$ cat src/rtl/mtr_pwm_drv.sv
`default_nettype none
// -----------------------------------------------------------------------------
// Module   : mtr_pwm_drv
// Brief    : Slew-limited sign/magnitude PWM drive for left and right H-bridges.
// Revision : 1.0 - initial release
// -----------------------------------------------------------------------------
module mtr_pwm_drv #(
    parameter int CNT_W     = 11,
    parameter int SLEW_STEP = 16
) (
    input  logic               clk,
    input  logic               rst,
    input  logic               en,
    input  logic signed [10:0] lft_spd,
    input  logic signed [10:0] rght_spd,
    output logic               lft_fwd_pwm,
    output logic               lft_rev_pwm,
    output logic               rght_fwd_pwm,
    output logic               rght_rev_pwm,
    output logic               frm_strt
);

    localparam logic [CNT_W-1:0]   c_cnt_last = {CNT_W{1'b1}};
    localparam logic signed [11:0] c_step     = 12'(SLEW_STEP);

    function automatic logic signed [10:0] slew_next(
        input logic signed [10:0] app,
        input logic signed [10:0] tgt
    );
        logic signed [11:0] app_x;
        logic signed [11:0] tgt_x;
        logic signed [11:0] diff;
        logic signed [11:0] nxt;
        app_x = {app[10], app};
        tgt_x = {tgt[10], tgt};
        diff  = tgt_x - app_x;
        if (diff > c_step) begin
            nxt = app_x + c_step;
        end else if (diff < -c_step) begin
            nxt = app_x - c_step;
        end else begin
            nxt = tgt_x;
        end
        // A reversal parks on zero for one whole frame before the new direction.
        if ((app != '0) && (nxt != '0) && (nxt[11] != app[10])) begin
            nxt = '0;
        end
        return nxt[10:0];
    endfunction

    function automatic logic [9:0] mag_of(input logic signed [10:0] app);
        if (!app[10]) begin
            return app[9:0];
        end
        if (app[9:0] == '0) begin
            return 10'h3FF;
        end
        return 10'(~app[9:0] + 10'd1);
    endfunction

    logic [CNT_W-1:0]   cnt_q;
    logic signed [10:0] lft_app_q;
    logic signed [10:0] lft_app_d;
    logic signed [10:0] rght_app_q;
    logic signed [10:0] rght_app_d;
    logic               lft_fwd_q;
    logic               lft_rev_q;
    logic               rght_fwd_q;
    logic               rght_rev_q;
    logic               frm_strt_q;

    logic [9:0]         cmp_pos;
    logic [9:0]         lft_mag;
    logic [9:0]         rght_mag;
    logic               lft_on;
    logic               rght_on;

    assign cmp_pos  = cnt_q[CNT_W-1 -: 10];
    assign lft_mag  = mag_of(lft_app_q);
    assign rght_mag = mag_of(rght_app_q);
    assign lft_on   = (cmp_pos < lft_mag);
    assign rght_on  = (cmp_pos < rght_mag);

    // Applied speeds only move on the last count of a frame, so duty never changes mid-frame.
    always_comb begin
        lft_app_d  = lft_app_q;
        rght_app_d = rght_app_q;
        if (!en) begin
            lft_app_d  = '0;
            rght_app_d = '0;
        end else if (cnt_q == c_cnt_last) begin
            lft_app_d  = slew_next(lft_app_q, lft_spd);
            rght_app_d = slew_next(rght_app_q, rght_spd);
        end
    end

    always_ff @(posedge clk) begin
        if (rst) begin
            cnt_q      <= '0;
            lft_app_q  <= '0;
            rght_app_q <= '0;
            lft_fwd_q  <= 1'b0;
            lft_rev_q  <= 1'b0;
            rght_fwd_q <= 1'b0;
            rght_rev_q <= 1'b0;
            frm_strt_q <= 1'b0;
        end else begin
            cnt_q      <= cnt_q + CNT_W'(1);
            lft_app_q  <= lft_app_d;
            rght_app_q <= rght_app_d;
            frm_strt_q <= (cnt_q == '0);
            lft_fwd_q  <= en & lft_on & ~lft_app_q[10] & (lft_mag != '0);
            lft_rev_q  <= en & lft_on & lft_app_q[10];
            rght_fwd_q <= en & rght_on & ~rght_app_q[10] & (rght_mag != '0);
            rght_rev_q <= en & rght_on & rght_app_q[10];
        end
    end

    assign lft_fwd_pwm  = lft_fwd_q;
    assign lft_rev_pwm  = lft_rev_q;
    assign rght_fwd_pwm = rght_fwd_q;
    assign rght_rev_pwm = rght_rev_q;
    assign frm_strt     = frm_strt_q;

endmodule
`default_nettype wire

$ cat config.mk
export PLATFORM = sky130hd
export DESIGN_NAME = mtr_pwm_drv
export DESIGN_NICKNAME = d
export VERILOG_FILES = /design/src/rtl/mtr_pwm_drv.sv
export SDC_FILE = /design/constraint.sdc
export NUM_CORES = 1
export LEC_CHECK = 0
export ABC_AREA = 1
export BUFFER_PORTS_ARGS = -buffer_cell sky130_fd_sc_hd__buf_2
export CORE_MARGIN = 4
export CORE_UTILIZATION = 63
export DETAILED_ROUTE_END_ITERATION = 16
export PLACE_DENSITY_LB_ADDON = 0.05
export SETUP_SLACK_MARGIN = 0.1
export SLEW_MARGIN = 10
export SYNTH_ARGS = -nofsm -noshare
export SYNTH_HDL_FRONTEND = slang
export SYNTH_SLANG_ARGS = --single-unit
$ cat constraint.sdc
create_clock -name clk -period 3.6 [get_ports clk]
set_input_delay 0.72 -clock clk [delete_from_list [all_inputs] [get_ports clk]]
set_output_delay 0.72 -clock clk [all_outputs]
set_load 0.005 [all_outputs]
==> Word level (Yosys, flattened, before mapping) <==
Index checks and enable logic that the tools add are counted.
{ "word_totals": {"regBits": 38, "in_bits": 25, "out_inout_bits": 5} }
{ "classes": {"n_bitwise": 13, "n_lt_le_gt_ge": 6, "eq_ne": 3, "n_mux": 22, "addsub": 9, "n_reduce_logical": 14} }
{ "ops": {"columns": ["cell", "count"], "rows": [
  ["two-way mux 12 bit", 8],
  ["two-way mux 10 bit", 8],
  ["adder 11 x 6 -> 12 bit, second input constant", 2],
  ["> comparator 12 x 6 -> 1 bit, second input constant", 2],
  ["< comparator 12 x 5 -> 1 bit, second input constant", 2],
  ["nonzero test 12 bit", 2],
  ["subtractor 11 x 11 -> 12 bit", 2],
  ["subtractor 11 x 6 -> 12 bit, second input constant", 2],
  ["two-way mux 11 bit", 2],
  ["nonzero test 11 bit", 2],
  ["adder 10 x 1 -> 10 bit, second input constant", 2],
  ["zero test 10 bit", 2],
  ["< comparator 10 bit", 2],
  ["NOT 10 bit", 2],
  ["nonzero test 10 bit", 2],
  ["adder 11 x 1 -> 11 bit, second input constant", 1],
  ["equality test 11 bit, second input constant", 1],
  ["zero test 11 bit", 1],
  ["AND 1 bit", 8],
  ["logical AND 1 bit", 4],
  ["two-way mux 1 bit", 4],
  ["NOT 1 bit", 3],
  ["inequality test 1 bit", 2],
  ["OR reduction 2 bit", 1]
]} }

==> Logic depth before layout (Yosys ltp) <==
{ "depth": {"word_depth": 10, "mapped_depth": 25, "ltp_nobuf": 23} }

==> Worst setup path before layout <==
No wires, ideal clock.
{ "synth_timing": {"path_type": "input -> register", "startpoint": "input port lft_spd[0]", "endpoint": "register lft_app_q[5]", "setup_slack_ns": 0.395, "path_buffers": 2, "path_stages": 23, "arrival_time_ns": 3.134, "path_cell_list": "inv_1 > ha_1 > inv_1 > fa_1 > nand2_1 > nand3_1 > nand3_1 > nand2_1 > nand2_1 > nand3_1 > nor2_2 > nand3_2 > nand2_4 > nand2_4 > buf_8 > o21ai_1 > nand2_1 > nor2_1 > nand3_1 > nand2_2 > buf_6 > nand2_2 > a21oi_2"} }
{ "synth_between": {"elab_chain_len": 10, "word_cells_on_any_way": 12, "cone_classes": "add/sub: 1; order compare: 2; eq/ne: 1; mux: 5; reduce/logical: 3"} }
{ "synth_lines": {"columns": ["element", "line", "source"], "rows": [
  ["from (decl)", "14", "input logic signed [10:0] lft_spd,"],
  ["subtractor 11 x 11 -> 12 bit", "36", "diff = tgt_x - app_x;"],
  ["< comparator 12 x 5 -> 1 bit", "39", "end else if (diff < -c_step) begin"],
  ["two-way mux 12 bit", "39", null],
  ["two-way mux 12 bit *", "37", "if (diff > c_step) begin"],
  ["two-way mux 12 bit *", "91", "end else if (cnt_q == c_cnt_last) begin"],
  ["two-way mux 12 bit *", "88", "if (!en) begin"],
  ["nonzero test 12 bit", "45", "if ((app != '0) && (nxt != '0) && (nxt[11] != app[10])) begin"],
  ["logical AND 1 bit (2 in series)", "45", null],
  ["two-way mux 11 bit *", "45", null],
  ["to (signal assigned)", "109", "lft_app_q <= lft_app_d;"],
  ["to (decl)", "62", "logic signed [10:0] lft_app_q;"]
]} }
Mark *: on every way between the ends. The rest lies on a longest branch, timed or not. The select of a mux whose other input is x is not followed.
A chain may end at the register's enable or synchronous reset.

==> Worst setup path in the final report <==
{ "layout_timing": {"startpoint": "input port lft_spd[0]", "endpoint": "register lft_app_q[2]"} }
Same word-level chain as after synthesis.

==> flow_metrics.py <==
metrics = {
    "synth": {
        "yosysMostFrequentCell": "nand2_1",
        "synth_cells": 865,
        "syn_avg_cell_area_um2": 5.85,
        "synth.area.top_cells": "nand2_1 19%, dfxtp_1 15%, ha_1 12%",
        "syn-cell-area_um2": 5060,
        "synthMuxAreaShare": 0,
        "synth_top_area_share": 0.191,
        "synth_ff_type": "dfxtp_1",
        "synth_cell_types": 37,
        "synth_compound_area_frac": 0.109,
        "synth_top_family_by_area": "simple AND/OR/NAND/NOR gates",
        "synth_commonest_cells": "257 x nand2_1, 108 x inv_1, 99 x nor2_1",
        "synthXorXnorAreaFrac": 0.0552,
        "synth_top_area_cell": "nand2_1",
        "synth-edff-count": 0,
        "synth-seq-area-share": 0.150,
        "synth-simple-area-share": 0.447,
        "ys_warn_count": 0,
        "synthArstFlopShare": 0,
        "syn_nets": 942,
        "yosys.area_share.adder": 0.132,
        "synth_seq_cells": 38,
    },
    "clock_network": {
        "clock_path_buffers": 2,
        "cts.sinks": 38,
        "cts_tree": "yes",
        "h-tree-depth": 2,
        "clkTransAtPathRegs_ns": 0.08,
        "cts_inserted_buffers": 5,
        "clk_latency_ns": 0.30,
        "clock-root-buffer": "clkbuf_8",
    },
    "die": {
        "fp.dieH_um": 97.6,
        "fp.dieW_um": 97.6,
        "dieArea_um2": 9520,
        "start_util": 0.651,
        "core_area_um2": 7770,
        "rows": 32,
        "io_pins": 30,
    },
    "finish": {
        "drive_above_1_share": 0.150,
        "n_antenna_cell": 0,
        "fin_nets": 984,
        "fillers": 710,
        "synthToLayoutAreaGrowth_pct": 11.8,
    },
    "power_and_ir_drop": {
        "p_sw_mw": 0.382,
        "comb_power_share": 0.278,
        "p_int_mw": 0.846,
        "ir_worst_vdd_mv": 0.156,
        "sw_frac_of_total": 0.311,
        "p_seq_frac": 0.347,
        "leakage_nw": 2.81,
        "power_frac_clock": 0.375,
        "power_density_nw_per_um2": 217,
    },
    "drt": {
        "ant_nets": 0,
        "vias": 5541,
        "routedWlPerCell_um": 12.9,
        "wirelength_mm": 13.0,
        "vias_per_cell": 5.49,
        "drt-initial-drc-count": 288,
        "drcViolationCount": 0,
        "dr.pass1.iters": 7,
    },
    "sta": {
        "hold_viol_final": 0,
        "clock_skew_ns": 0.0137,
        "max_freq_ghz": 0.304,
        "rsz0062_at_grt": "true",
        "fin_setup_tns_ns": 0,
        "slew_viol_final": 0,
        "max_slew_margin": 0.343,
        "fin_crit_ns": 3.28,
        "tightest_slew_ns": 0.984,
        "setup_violations": 0,
        "min_period_over_period": 0.912,
        "setup_ws_ns": 0.315,
    },
    "grt": {
        "grt_max_degree": 46,
        "grt_pass1_vias": 5239,
        "grt.overflow.total": 0,
        "grt.met1_usage": 0.337,
        "grt_pass1_wl_mm": 22.6,
        "met2_usage": 0.498,
        "antenna_found_initial": 0,
        "use_met3": 0.0373,
        "grt_use_total": 0.274,
        "top_usage_layer": "met2",
    },
    "setup_path": {
        "end_kind": "flip-flop",
        "critPathArrivalTime_ns": 3.49,
        "path_max_fanout": 11,
        "required_ns": 3.81,
        "crit_type": "in -> reg",
        "rr_worst_depth": 21,
        "cp-start-kind": "input port",
    },
    "outcome": {
        "status": "finished clean",
    },
    "place": {
        "place_ws_ns": -0.0767,
        "port_buffers": 29,
        "hpwl_mm": 10.5,
        "gp_congestion": 0.953,
    },
    "job": {
        "maxCapViolations": 0,
    },
    "hold_path": {
        "min_path_cells": 1,
        "hold_path_class": "reg -> reg",
    },
}
==> path summary, 6_finish.rpt <==
check	end	slack [ns]	startpoint
max	lft_app_q[2]$_SDFFE_PP0N_	0.32	lft_spd[0]
min	cnt_q[0]$_SDFF_PP0_	0.45	cnt_q[0]$_SDFF_PP0_
max reg2reg	rght_app_q[10]$_SDFFE_PP0N_	0.38	rght_app_q[9]$_SDFFE_PP0N_
min reg2reg	cnt_q[0]$_SDFF_PP0_	0.45	cnt_q[0]$_SDFF_PP0_
==> cell type report <==
class,instances,area [um^2],share of cell area
tap,102,128,0.0226
multi-input combinational,693,3840,0.679
inverter,114,429,0.0759
clock inverter,2,60.1,0.0106
sequential,38,762,0.135
timing repair buffer,55,353,0.0624
clock buffer,6,82.6,0.0146
==> state kept, by name (all words and copies together), names as in the netlist <==
register and count:
lft_app_q 11, rght_fwd_pwm 1, lft_fwd_pwm 1, rght_rev_pwm 1, cnt_q 11, lft_rev_pwm 1, frm_strt 1, rght_app_q 11
==> metal layers <==
layer	part of all wire	wire length, um	vias up
met2	0.49	6390	176
li1	-	-	2857
met4	0.025	321	0
met1	0.43	5620	2474
met3	0.054	706	34
met5	0	0	-
==> worst max-delay path, cell delays in order <==
cell and delay (ns):
buf_2 0.11, inv_1 0.05, ha_1 0.14, inv_1 0.07, fa_1 0.38, nand2_1 0.10, nand3_2 0.12, nand3_2 0.10
nand3b_1 0.10, nand2_1 0.09, nand2_1 0.06, nor2_1 0.13, nand3_2 0.17, nand2_4 0.20, nand2_8 0.10, o21ai_2 0.14
nand2_1 0.08, nor2_2 0.11, nand3_1 0.09, nand2_2 0.10, buf_4 0.14, nand2_2 0.05, a21oi_2 0.11
==> cell families after synthesis <==
group / count (synthesis)
simple gates: 514
buf+inv: 135
compound gates: 95
xor+xnor: 31
flops: 38
fa+ha+maj: 52
==> metrics by stage <==
stage | power [mW] | hold WS (ns) | area, um^2 | util | instances
after floorplan | 0.681 | 0.417 | 5060 | - | 865
after global placement | 0.749 | 0.425 | 5410 | 0.697 | 999
after detailed placement | 0.757 | 0.437 | 5410 | 0.697 | 999
after CTS | 1.21 | 0.453 | 5560 | 0.715 | 1007
after global routing | 1.29 | 0.489 | 5650 | 0.728 | 1010
final | 1.23 | 0.451 | 5650 | 0.728 | 1010
==> cells in the final DEF, fill, tap and decap left out, types with 10 or more instances in the layout <==
cell type  netlist  final
nand2_1        257    256
inv_1          108    107
nor2_1          99     97
nand3_1         78     73
ha_1            50     48
a21oi_1         45     43
dfxtp_1         38     37
xor2_1          29     29
buf_2            0     29
buf_4            1     25
nor3_1          20     20
o21ai_0         21     19
nand2_2         18     19
a21oi_2         13     15
nor2_2           8     10
==> what timing repair did <==
item | 4_1_cts | 5_1_grt
buffers inserted | 0 | 2
setup endpoints to repair | 0 | 24
hold buffers | 0 | 0
gates resized for setup | 0 | 20
==> power by group through the flow <==
stage	logic, mW	registers, mW	clock network, mW
floorplan	0.245	0.436	0
global placement	0.313	0.436	0
detailed placement	0.321	0.436	0
CTS	0.323	0.426	0.457
global route	0.387	0.427	0.479
finish	0.341	0.426	0.461
Note: power is estimated with default switching activity, not from simulation.
